==> src/rtl/sdram_line_fill_arbiter_pkg.sv <==
// Shared definitions for the SDRAM line-fill arbiter.
//  SDRAM_ADDR_W : default SDRAM word address width
//  LINE_WORDS   : default 16-bit words per cache line fill
//  fill_state_t : arbiter FSM state encoding
package neotang_sdram_pkg;
    localparam int SDRAM_ADDR_W = 25;
    localparam int LINE_WORDS   = 64;

    typedef enum logic [1:0] {IDLE, ISSUE, STREAM} fill_state_t;
endpackage

==> src/rtl/sdram_line_fill_arbiter_if.sv <==
// Bus bundle between the line-fill caches, the arbiter and the SDRAM read channel.
//  req_*   : per-requester fill requests and accept pulses
//  rsp_*   : returned fill words routed to the granted requester
//  sdram_* : burst command and read-data channel of the SDRAM controller
//  slave modport = arbiter side, master modport = surrounding environment.
interface sdram_line_fill_arbiter_if
    import neotang_sdram_pkg::*;
#(
    parameter int NUM_REQ    = 4,
    parameter int LINE_WORDS = neotang_sdram_pkg::LINE_WORDS,
    parameter int ADDR_W     = SDRAM_ADDR_W
);
    localparam int IDX_W = $clog2(LINE_WORDS);

    logic [NUM_REQ-1:0]        req_valid;
    logic [NUM_REQ*ADDR_W-1:0] req_addr;
    logic [NUM_REQ-1:0]        req_ready;
    logic [NUM_REQ-1:0]        rsp_valid;
    logic [15:0]               rsp_data;
    logic [IDX_W-1:0]          rsp_idx;
    logic                      rsp_last;
    logic                      sdram_req;
    logic [ADDR_W-1:0]         sdram_addr;
    logic                      sdram_ack;
    logic                      sdram_dvalid;
    logic [15:0]               sdram_dout;

    modport slave (
        input  req_valid, req_addr, sdram_ack, sdram_dvalid, sdram_dout,
        output req_ready, rsp_valid, rsp_data, rsp_idx, rsp_last, sdram_req, sdram_addr
    );

    modport master (
        output req_valid, req_addr, sdram_ack, sdram_dvalid, sdram_dout,
        input  req_ready, rsp_valid, rsp_data, rsp_idx, rsp_last, sdram_req, sdram_addr
    );
endinterface

==> src/rtl/sdram_line_fill_arbiter_rr_pick.sv <==
// Combinational round-robin picker.
//  req   : request vector
//  ptr   : index of the last served requester (lowest priority this round)
//  grant : one-hot, first set request scanning upward from ptr+1 with wrap
//  any   : at least one request present
module rr_pick
    import neotang_sdram_pkg::*;
#(
    parameter int N  = 4,
    parameter int PW = $clog2(N)
) (
    input  logic [N-1:0]  req,
    input  logic [PW-1:0] ptr,
    output logic [N-1:0]  grant,
    output logic          any
);
    logic [PW:0] pos;

    // Walk from the farthest candidate (ptr itself) down to ptr+1 so the
    // nearest set request is the last one written and wins.
    always_comb begin
        grant = '0;
        pos   = '0;
        for (int k = N; k >= 1; k--) begin
            pos = {1'b0, ptr} + (PW+1)'(k);
            if (pos >= (PW+1)'(N)) pos = pos - (PW+1)'(N);
            if (req[pos[PW-1:0]]) begin
                grant = '0;
                grant[pos[PW-1:0]] = 1'b1;
            end
        end
        any = |req;
    end
endmodule

==> src/rtl/sdram_line_fill_arbiter.sv <==
// Shares one SDRAM burst-read port between NUM_REQ line-fill caches.
//  clk, rst_n   : system clock, synchronous active-low reset
//  bus          : request / response / SDRAM channel bundle (slave side)
//  busy         : high whenever a fill is being issued or streamed
//  err_spurious : sticky, SDRAM data seen while no burst was outstanding
// One grant = one burst command; returned words are registered once and
// steered to the granted requester with their word offset.
module sdram_line_fill_arbiter
    import neotang_sdram_pkg::*;
#(
    parameter int NUM_REQ    = 4,
    parameter int LINE_WORDS = neotang_sdram_pkg::LINE_WORDS,
    parameter int ADDR_W     = SDRAM_ADDR_W
) (
    input  logic                      clk,
    input  logic                      rst_n,
    sdram_line_fill_arbiter_if.slave  bus,
    output logic                      busy,
    output logic                      err_spurious
);
    localparam int IDX_W = $clog2(LINE_WORDS);
    localparam int PW    = $clog2(NUM_REQ);

    fill_state_t        state;
    logic [NUM_REQ-1:0] grant, pick;
    logic               any;
    logic [PW-1:0]      ptr, pick_idx;
    logic [ADDR_W-1:0]  addr_q, sel_addr;
    logic [IDX_W-1:0]   count;
    logic [ADDR_W-1:0]  addr_arr [NUM_REQ];

    logic [NUM_REQ-1:0] rsp_valid_q;
    logic [15:0]        rsp_data_q;
    logic [IDX_W-1:0]   rsp_idx_q;
    logic               rsp_last_q, sdram_req_q;

    for (genvar i = 0; i < NUM_REQ; i++) begin : g_addr
        assign addr_arr[i] = bus.req_addr[i*ADDR_W +: ADDR_W];
    end

    rr_pick #(.N(NUM_REQ)) u_pick (
        .req   (bus.req_valid),
        .ptr   (ptr),
        .grant (pick),
        .any   (any)
    );

    always_comb begin
        pick_idx = '0;
        for (int i = 0; i < NUM_REQ; i++)
            if (pick[i]) pick_idx = PW'(i);
    end

    assign sel_addr = addr_arr[pick_idx];

    // Accept is same-cycle with the request seen in IDLE, so it is the only
    // combinational output; it is gated by reset so reset cycles stay quiet.
    assign bus.req_ready  = (state == IDLE && rst_n) ? pick : '0;
    assign bus.rsp_valid  = rsp_valid_q;
    assign bus.rsp_data   = rsp_data_q;
    assign bus.rsp_idx    = rsp_idx_q;
    assign bus.rsp_last   = rsp_last_q;
    assign bus.sdram_req  = sdram_req_q;
    assign bus.sdram_addr = addr_q;
    assign busy           = (state != IDLE);

    always_ff @(posedge clk) begin
        if (!rst_n) begin
            state        <= IDLE;
            grant        <= '0;
            ptr          <= PW'(NUM_REQ-1);
            addr_q       <= '0;
            count        <= '0;
            rsp_valid_q  <= '0;
            rsp_data_q   <= '0;
            rsp_idx_q    <= '0;
            rsp_last_q   <= 1'b0;
            sdram_req_q  <= 1'b0;
            err_spurious <= 1'b0;
        end else begin
            rsp_valid_q <= '0;
            rsp_last_q  <= 1'b0;
            case (state)
                IDLE: begin
                    if (bus.sdram_dvalid) err_spurious <= 1'b1;
                    if (any) begin
                        grant       <= pick;
                        ptr         <= pick_idx;
                        addr_q      <= {sel_addr[ADDR_W-1:IDX_W], {IDX_W{1'b0}}};
                        sdram_req_q <= 1'b1;
                        state       <= ISSUE;
                    end
                end
                ISSUE: begin
                    if (bus.sdram_dvalid) err_spurious <= 1'b1;
                    if (bus.sdram_ack) begin
                        sdram_req_q <= 1'b0;
                        state       <= STREAM;
                    end
                end
                STREAM: begin
                    if (bus.sdram_dvalid) begin
                        rsp_valid_q <= grant;
                        rsp_data_q  <= bus.sdram_dout;
                        rsp_idx_q   <= count;
                        rsp_last_q  <= &count;
                        count       <= count + 1'b1;  // wraps to 0 after the last word
                        if (&count) state <= IDLE;
                    end
                end
                default: state <= IDLE;
            endcase
        end
    end
endmodule
==> src/flat_wrapper.sv <==
// flat-port wrapper written by rule: the top's interface ports become plain ports
module sdram_line_fill_arbiter_flat import neotang_sdram_pkg::*;
#(
    parameter int NUM_REQ    = 4,
    parameter int LINE_WORDS = neotang_sdram_pkg::LINE_WORDS,
    parameter int ADDR_W     = SDRAM_ADDR_W
)
  (clk, rst_n, busy, err_spurious, bus_req_valid, bus_req_addr, bus_sdram_ack, bus_sdram_dvalid, bus_sdram_dout, bus_req_ready, bus_rsp_valid, bus_rsp_data, bus_rsp_idx, bus_rsp_last, bus_sdram_req, bus_sdram_addr);
  sdram_line_fill_arbiter_if #(.NUM_REQ(NUM_REQ), .LINE_WORDS(LINE_WORDS), .ADDR_W(ADDR_W)) bus_i ();
  input  logic clk;
  input  logic rst_n;
  output logic busy;
  output logic err_spurious;
  input wire logic [$bits(bus_i.req_valid)-1:0] bus_req_valid;
  input wire logic [$bits(bus_i.req_addr)-1:0] bus_req_addr;
  input wire logic [$bits(bus_i.sdram_ack)-1:0] bus_sdram_ack;
  input wire logic [$bits(bus_i.sdram_dvalid)-1:0] bus_sdram_dvalid;
  input wire logic [$bits(bus_i.sdram_dout)-1:0] bus_sdram_dout;
  output wire logic [$bits(bus_i.req_ready)-1:0] bus_req_ready;
  output wire logic [$bits(bus_i.rsp_valid)-1:0] bus_rsp_valid;
  output wire logic [$bits(bus_i.rsp_data)-1:0] bus_rsp_data;
  output wire logic [$bits(bus_i.rsp_idx)-1:0] bus_rsp_idx;
  output wire logic [$bits(bus_i.rsp_last)-1:0] bus_rsp_last;
  output wire logic [$bits(bus_i.sdram_req)-1:0] bus_sdram_req;
  output wire logic [$bits(bus_i.sdram_addr)-1:0] bus_sdram_addr;
  assign bus_i.req_valid = bus_req_valid;
  assign bus_i.req_addr = bus_req_addr;
  assign bus_i.sdram_ack = bus_sdram_ack;
  assign bus_i.sdram_dvalid = bus_sdram_dvalid;
  assign bus_i.sdram_dout = bus_sdram_dout;
  assign bus_req_ready = bus_i.req_ready;
  assign bus_rsp_valid = bus_i.rsp_valid;
  assign bus_rsp_data = bus_i.rsp_data;
  assign bus_rsp_idx = bus_i.rsp_idx;
  assign bus_rsp_last = bus_i.rsp_last;
  assign bus_sdram_req = bus_i.sdram_req;
  assign bus_sdram_addr = bus_i.sdram_addr;
  sdram_line_fill_arbiter #(.NUM_REQ(NUM_REQ), .LINE_WORDS(LINE_WORDS), .ADDR_W(ADDR_W)) u_core (.clk(clk), .rst_n(rst_n), .bus(bus_i), .busy(busy), .err_spurious(err_spurious));
endmodule
==> config.mk <==
export PLATFORM = sky130hd
export DESIGN_NAME = sdram_line_fill_arbiter_flat
export DESIGN_NICKNAME = d
export VERILOG_FILES = /design/src/rtl/sdram_line_fill_arbiter_pkg.sv /design/src/rtl/sdram_line_fill_arbiter_if.sv /design/src/rtl/sdram_line_fill_arbiter_rr_pick.sv /design/src/rtl/sdram_line_fill_arbiter.sv /design/src/flat_wrapper.sv
export SDC_FILE = /design/constraint.sdc
export NUM_CORES = 1
export LEC_CHECK = 0
export ABC_AREA = 1
export BUFFER_PORTS_ARGS = -buffer_cell sky130_fd_sc_hd__buf_2
export CORE_ASPECT_RATIO = 0.5
export CORE_UTILIZATION = 45
export CTS_BUF_LIST = sky130_fd_sc_hd__clkbuf_4 sky130_fd_sc_hd__clkbuf_8 sky130_fd_sc_hd__clkbuf_16
export CTS_CLUSTER_SIZE = 16
export DETAILED_ROUTE_END_ITERATION = 7
export GPL_TIMING_DRIVEN = 1
export PLACE_DENSITY = 0.83
export SLEW_MARGIN = 20
export SYNTH_ARGS = -nofsm -noshare
export SYNTH_HDL_FRONTEND = slang
export SYNTH_SLANG_ARGS = --single-unit
==> constraint.sdc <==
create_clock -name clk -period 2.9 [get_ports clk]
set_clock_uncertainty 0.1 [all_clocks]
set_input_delay 0.58 -clock clk [delete_from_list [all_inputs] [get_ports clk]]
set_output_delay 0.58 -clock clk [all_outputs]
set_load 0.02 [all_outputs]
; After elaboration in Yosys (flattened, before gate mapping)
; Index checks and enable logic that the tools add are counted.
[totals]
output_inout_bits = 59
ff_bits = 62
wordCells = 96
[classes]
n_reduce_logical = 17
order_cmp = 13
mux = 39
add_sub_neg = 9
eq_ne = 6
n_bitwise = 1
[op_table]
columns = operator, count
row1 = $bmux 25 s2, 1
row2 = $mux 25, 2
row3 = $mux 2, 10
row4 = $mux 4, 5
row5 = $ge 3x3->1 const B, 5
row6 = $lt 2x3->1 const B, 4
row7 = $mux 1, 11
row8 = $bmux 1 s2, 4
row9 = $demux 1 s2, 4
row10 = $ge 2x1->1 const B, 4
row11 = $sub 2x1->2 const B, 4
row12 = $add 2x2->3 const B, 2
row13 = $add 6x1->6 const B, 1
row14 = $pmux 2 s3, 1
row15 = $reduce_and 2->1, 3
row16 = $reduce_and 3->1, 2
row17 = $reduce_and 6->1, 1
row18 = $logic_and 1x1->1, 5
row19 = $ne 2x1->1 const B, 2
row20 = $ne 2x2->1 const B, 2
row21 = $reduce_and 4->1, 1
row22 = $reduce_bool 2->1, 2
row23 = $reduce_or 4->1, 1
row24 = $add 2x1->3 const B, 1
row25 = 7 further kinds, 7

; Longest topological paths before layout
; Gate-level depths: netlist of run 1.
[depth]
ltp_word = 18
depth_mapped = 17
ltp_nobuf = 16

; Cells and area by module
; Synthesis of run 1 repeated with hierarchy kept, for this count alone.
[unflattened]
cells_unflattened = 568
hier_area_um2 = 3607.2
[modules_own_cells]
columns = module, n_inst, area_per_inst_um2, cells_each, seq_area_each_um2
row1 = sdram_line_fill_arbiter, 1, 3220.6, 495, 1241.2
row2 = rr_pick, 1, 386.6, 73, 0.0

; Least setup slack after synthesis of run 1
; No wires, ideal clock.
[synth_path]
path_kind = reg-to-output
startpoint = register u_core.ptr[0]
endpoint = output port bus_req_ready[3]
t_required_ns = 2.220
setup_slack_ns = 0.294
path_stages_with_launch = 11
arrival_ns = 1.926
n_path_buf = 1
path_cell_list = dfxtp_1 > inv_2 > ha_1 > inv_1 > nand3_1 > nand2_2 > nand3_1 > nand3_2 > a21oi_4 > buf_2 > nor2_1
[synth_between]
elab_chain_cells = 12
[synth_rtl]
columns = element, line
row1 = from (decl), sdram_line_fill_arbiter.sv:27  ; logic [PW-1:0] ptr, pick_idx;
row2 = from (signal assigned), sdram_line_fill_arbiter.sv:71  ; ptr <= PW'(NUM_REQ-1);
row3 = from (signal assigned), sdram_line_fill_arbiter.sv:88  ; ptr <= pick_idx;
row4 = $add 2x3->3, sdram_line_fill_arbiter_rr_pick.sv:25  ; pos = {1'b0, ptr} + (PW+1)'(k);
row5 = $ge 3x3->1 / $sub 2x1->2 (equally long branches), sdram_line_fill_arbiter_rr_pick.sv:26  ; if (pos >= (PW+1)'(N)) pos = pos - (PW+1)'(N);
row6 = $mux 2, sdram_line_fill_arbiter_rr_pick.sv:26
row7 = $lt 2x3->1 (implied by the code) / $ge 2x1->1 (equally long branches), sdram_line_fill_arbiter_rr_pick.sv:29  ; grant[pos[PW-1:0]] = 1'b1;
row8 = $logic_and 1x1->1 (implied by the code), sdram_line_fill_arbiter_rr_pick.sv:29
row9 = $mux 1 (implied by the code), sdram_line_fill_arbiter_rr_pick.sv:29
row10 = $demux 1 s2, sdram_line_fill_arbiter_rr_pick.sv:29
row11 = $mux 4 (3 in series), sdram_line_fill_arbiter_rr_pick.sv:27  ; if (req[pos[PW-1:0]]) begin
row12 = $mux 4 *, sdram_line_fill_arbiter_rr_pick.sv:27
row13 = $mux 4 *, sdram_line_fill_arbiter.sv:58  ; assign bus.req_ready = (state == IDLE && rst_n) ? pick : '0;
row14 = to (decl), flat_wrapper.sv:19  ; output wire logic [$bits(bus_i.req_ready)-1:0] bus_req_ready;
; Every way passes the cells marked *; elsewhere a longest branch is shown, timed or not. The select of a mux whose other input is x is not followed.

; Worst setup path after layout of run 1
[layout_path]
startpoint = register u_core.ptr[1]
endpoint = output port bus_req_ready[3]
; Same word-level chain as after synthesis.

==> run metrics, run 1 <==
fmax 361 MHz; post-synthesis compound-gate area fraction 17.4%; Synth area leader dfxtp_1; pwr/cell area 1220 nW/µm²; Worst-path clk slew 50 ps; R2R cell count 14; Simple-Gate Fraction of Synth Area 30.8%; I/O Buffers 152; Slew @ Worst Pin 578 ps; vias 3,792; #FFs+latches synth 62; Initial Utilization 46.7%; final worst-path cycle share 95.6%; max-cap viol count 0; mux cell area share after synthesis 0%; sequential element share of the synthesized area 36.0%; Startpoint Class flop; routability cong. 0.842; sum of negative setup slack 0 ps; Layout area overhead 35.9%; crit path time final 2770 ps; Critical R2R Capture u_core.bus.sdram_addr[24]; Hold Startpoint u_core.grant[1]; share of layout cells above drive strength 1 29.3%; dpl ws 217 ps; Worst path most repeated cell inv_2; Yosys top cell area share 36.0%; R2R Path Start u_core.ptr[1]; critical path startpoint u_core.ptr[1]; clock sink count 62; Cell Chain, Critical Path clkinvlp_4 -> ha_4 -> inv_2 -> nand3_1 -> nand2_2 -> o21ai_1 -> inv_2 -> a21oi_4 -> nor2_1 -> buf_2; clock buffer depth 2; endpoint class of the critical path output pin; # IOs 183; routed vias/inst 4.80; post-route DRC violation count 0; initial antenna violation count 0; die extent in x 126 µm; mean post-synth cell area 6.40 µm²; 1st-iter DRT viols 239; Yosys cell types 27; Num CTS Buffers 9; dominant cells by area after synthesis dfxtp_1, nand2_1, a21oi_1, inv_1, o21ai_0; worst vdd ir 0.000752 V; Synth Area in Adders 2.54%; CTS tree done; Critical Path Max Stage Delay 370 ps; Post-DRT Antenna Nets 0; Mapped Area 3450 µm²; clock insertion delay at the later pin of the skew report 320 ps; largest net degree at the start of global routing 43; Worst Hold Class flop to flop; H-tree depth 3; leakage power 2.50 nW; Setup CP Type flop to output pin; global-route wire length before repair 14.7 mm; status finished clean; XOR/XNOR Fraction of Synth Area 0.254%; Die H 63.9 µm; Non-Filler Cell Area, Final 4680 µm²; Final Max Slew Viols 0; Overflow after GRT 0; final wirelength 9.22 mm; total track usage 22.9%; CTS root buffer clkbuf_16; Worst path slowest cell dfxtp_4; final setup violation count 0; final hold violation count 0; fillers 653; Syn Inst Count 538; worst-path fanout max 8; number of global-route vias before repair 3,321; Worst Path Arrival 2090 ps; reg2reg setup slack 230 ps; max_slew headroom 61.4%; Ant. Diodes 0; combinational family with the most area after synthesis simple AND/OR/NAND/NOR gates; dpl cell area 4280 µm²; critical path endpoint bus_req_ready[3]; std cell rows 22; WL/cell 11.7 µm; synth warn 0; Worst Path Required 2220 ps; Final nets 820; Post-DP HPWL 6.31 mm; setup ws final 127 ps; CORE AREA 7380 µm²; Die Area 8030 µm²; DR pass1 iterations 4; total power 5.72 mW
layout by cell type, fill, tap and decap left out, types with 3 or more instances in the layout:
master and n:
a21oi_1 67, buf_2 151, buf_4 17, clkbuf_16 9, clkinv_1 3, conb_1 6
dfxtp_1 61, ha_1 6, inv_1 65, inv_2 4, nand2_1 148, nand2_2 5
nand3_1 20, nand3b_1 19, nor2_1 47, o21ai_0 37, o21ai_1 3
metal layers:
metal  track usage [%]  share of wire [%]  vias up
met1              26.0                 46     1657
li1                  -                  -     1986
met3              6.70                4.8       20
met2              40.9                 47      129
met4              9.19                2.0        0
met5                 0                  0        -
worst min path at each step:
stage / to / slack, ps / cells past startpoint
floorplan: u_core.bus.rsp_valid[0] / 320 / 2
global route: u_core.bus.rsp_valid[1] / 360 / 2
detailed placement: u_core.bus.rsp_valid[1] / 330 / 2
CTS: u_core.bus.rsp_valid[1] / 340 / 2
finish: u_core.bus.rsp_valid[1] / 340 / 2
global placement: u_core.bus.rsp_valid[2] / 330 / 2
flip-flops by register name, indices dropped and copies added (netlist names):
register / flops
u_core.bus.rsp_data: 16
u_core.bus.sdram_addr: 19
u_core.bus.rsp_last: 1
u_core.count: 6
u_core.bus.sdram_req: 1
u_core.bus.rsp_valid: 4
u_core.grant: 4
u_core.ptr: 2
u_core.err_spurious: 1
u_core.state: 2
u_core.bus.rsp_idx: 6
per-stage QoR:
| step | hold slack (ps) | util, % | instances |
|---|---|---|---|
| finish | 336 | 63.5 | 790 |
| global route | 356 | 63.5 | 790 |
| CTS | 339 | 62.7 | 789 |
| detailed placement | 331 | 58.0 | 772 |
| global placement | 325 | 58.0 | 772 |
| floorplan | 316 | - | 543 |
worst max-delay path: cells and delay by family (launching register included):
| kind | cells | cell delay [ps] |
|---|---|---|
| AO/OA/AOI/OAI | 2 | 340 |
| AND/OR/NAND/NOR | 3 | 300 |
| buffers and inverters | 4 | 440 |
| adder cells (fa/ha/maj) | 1 | 320 |
| flip-flops | 1 | 370 |
power by group:
| group | switching (mW) | internal (mW) |
|---|---|---|
| Clock | 0.365 | 0.798 |
| Sequential | 0.0793 | 1.02 |
| Combinational | 2.27 | 1.20 |
final cells by class:
| cell class | count | area [µm²] | share of cell area, % |
|---|---|---|---|
| timing repair buffer | 168 | 883 | 18.9 |
| multi-input combinational | 375 | 1820 | 38.9 |
| tap | 96 | 120 | 2.57 |
| sequential | 62 | 1240 | 26.6 |
| clock buffer | 11 | 253 | 5.40 |
| inverter | 73 | 278 | 5.93 |
| clock inverter | 5 | 81.3 | 1.74 |
synthesized netlist by cell type:
| cell type | count |
|---|---|
| nand3_2 | 1 |
| a21oi_4 | 2 |
| nand3b_1 | 19 |
| and3_1 | 1 |
| o21ai_1 | 2 |
| buf_4 | 6 |
| xnor2_1 | 1 |
| nor4_1 | 1 |
| nor2_1 | 48 |
| o21ai_0 | 38 |
| o211ai_1 | 2 |
| dfxtp_1 | 62 |
| nor3_1 | 1 |
| nand4_1 | 1 |
| buf_2 | 9 |
| inv_1 | 67 |
| buf_6 | 2 |
| nand3_1 | 22 |
| ha_1 | 7 |
| inv_2 | 3 |
| clkinv_1 | 3 |
| nand2_2 | 6 |
| a21oi_1 | 67 |
| a211oi_1 | 2 |
| clkbuf_1 | 16 |
| nand2_1 | 148 |
| conb_1 | 1 |
cell families after synthesis:
group	count (synthesis)
other	1
XOR/XNOR	1
AND/OR/NAND/NOR	248
AO/OA/AOI/OAI	113
flip-flops	62
buffers and inverters	106
adder cells (fa/ha/maj)	7
repair_timing:
action	4_1_cts	5_1_grt
hold buffers	0	0
setup endpoints to repair	1	4
pin swaps	1	1
gates resized for setup	1	11
buffers inserted	1	1
No activity file was read; power rests on OpenSTA's default activity.
==> run 2, diff against run 1 <==
- PLACE_DENSITY: 0.83 -> 0.8
==> run 2 against run 1 <==
Compared with the run above:
- largest power group unchanged
- largest cell class unchanged
- combinational power fell by 4%
- total power down 4.5%
- critical path type unchanged
- design area decreased by 1.5%
- maximum frequency grew 1.5%
==> run metrics, run 2 (synthesis gave the netlist of run 1 again) <==
status finished clean; Layout area overhead 33.8%; Worst-path clk slew 50 ps; Post-DP HPWL 6.02 mm; endpoint class of the critical path output pin; CTS root buffer clkbuf_16; max-cap viol count 0; largest net degree at the start of global routing 42; vias 3,745; WL/cell 11.0 µm; routability cong. 0.880; Final Max Slew Viols 0; worst vdd ir 0.000697 V; CORE AREA 7380 µm²; 1st-iter DRT viols 213; clock buffer depth 2; Num CTS Buffers 9; global-route wire length before repair 14.4 mm; clock sink count 62; Final nets 817; post-route DRC violation count 0; routed vias/inst 4.76; Initial Utilization 46.7%; clock insertion delay at the later pin of the skew report 320 ps; commonest non-fill, non-tap cell in the layout buf_2; Slew @ Worst Pin 552 ps; max_slew headroom 63.1%; number of global-route vias before repair 3,259; H-tree depth 3; fmax 366 MHz; Startpoint Class flop; share of layout cells above drive strength 1 28.8%; final hold slack 337 ps; final worst-path cycle share 94.2%; Worst Path Required 2220 ps; Overflow after GRT 0; R2R cell count 15; crit path time final 2730 ps; std cell rows 22; Ant. Diodes 0; Die Area 8030 µm²; Die H 63.9 µm; worst-path fanout max 7; total power 5.47 mW; max reg flops 19; Worst Path Arrival 2050 ps; DR pass1 iterations 5; Post-DRT Antenna Nets 0; Worst Hold Class flop to flop; I/O Buffers 152; most frequent cells in the layout buf_2, nand2_1, a21oi_1; sum of negative setup slack 0 ps; RSZ-0062 raised after global routing false; reg2reg setup slack 370 ps; CTS tree done; # IOs 183; final wirelength 8.67 mm; die extent in x 126 µm; pwr/cell area 1190 nW/µm²; total track usage 22.3%; Hold Path Depth 2; leakage power 2.48 nW; Setup CP Type flop to output pin; final setup violation count 0; initial antenna violation count 0; final hold violation count 0
[run 2: where the power goes]
| group | internal (mW) | switching, mW |
|---|---|---|
| clock | 0.671 | 0.367 |
| sequential | 1.02 | 0.0858 |
| combinational | 1.17 | 2.15 |
[run 2: timing repair]
item	in CTS	in global routing
setup endpoints to repair	1	2
pin swaps	1	1
setup buffers	0	1
hold buffers	0	0
gates resized for setup	3	7
[run 2: critical path: stages (launching register included)]
cell	delay, ps
dfxtp_4	390
inv_4	60
ha_4	270
inv_1	50
nand3_2	100
nand2_2	80
buf_4	150
nand3_1	80
nand3_2	100
a21oi_4	240
nor2_1	60
buf_2	160
[run 2: per-layer routing]
| metal | up-vias | wire, µm | global-route usage [%] |
|---|---|---|---|
| met1 | 1653 | 4000 | 25.8 |
| met3 | 8 | 445 | 6.37 |
| met5 | - | 0 | 0 |
| li1 | 1983 | - | - |
| met4 | 0 | 70 | 7.08 |
| met2 | 101 | 4150 | 40.1 |
[run 2: area by class of cell]
| type | count | area (µm²) |
|---|---|---|
| clock buffers | 10 | 233 |
| clock inverters | 6 | 62.6 |
| fillers | 674 | 2770 |
| inverters | 73 | 279 |
| multi-input cells | 375 | 1800 |
| flip-flops and latches | 62 | 1250 |
| well taps | 96 | 120 |
| repair buffers | 165 | 873 |
[run 2: metrics by stage]
| step | instance area, µm² | utilization, % | setup slack, ps | cells |
|---|---|---|---|---|
| 4_1_cts | 4580 | 62.1 | 36.1 | 786 |
| 3_5_place_dp | 4280 | 58.0 | 237 | 770 |
| 3_3_place_gp | 4280 | 58.0 | 265 | 770 |
| 2_1_floorplan | 3460 | - | 294 | 543 |
| 6_report | 4610 | 62.5 | 167 | 787 |
| 5_1_grt | 4610 | 62.5 | 13.7 | 787 |
[run 2: path summary, 6_finish.rpt]
kind                                                 end            start
worst min-delay path             u_core.bus.rsp_valid[1]  u_core.grant[1]
worst max register to register  u_core.bus.sdram_addr[8]    u_core.ptr[1]
worst max-delay path                    bus_req_ready[3]    u_core.ptr[1]
worst min register to register   u_core.bus.rsp_valid[1]  u_core.grant[1]
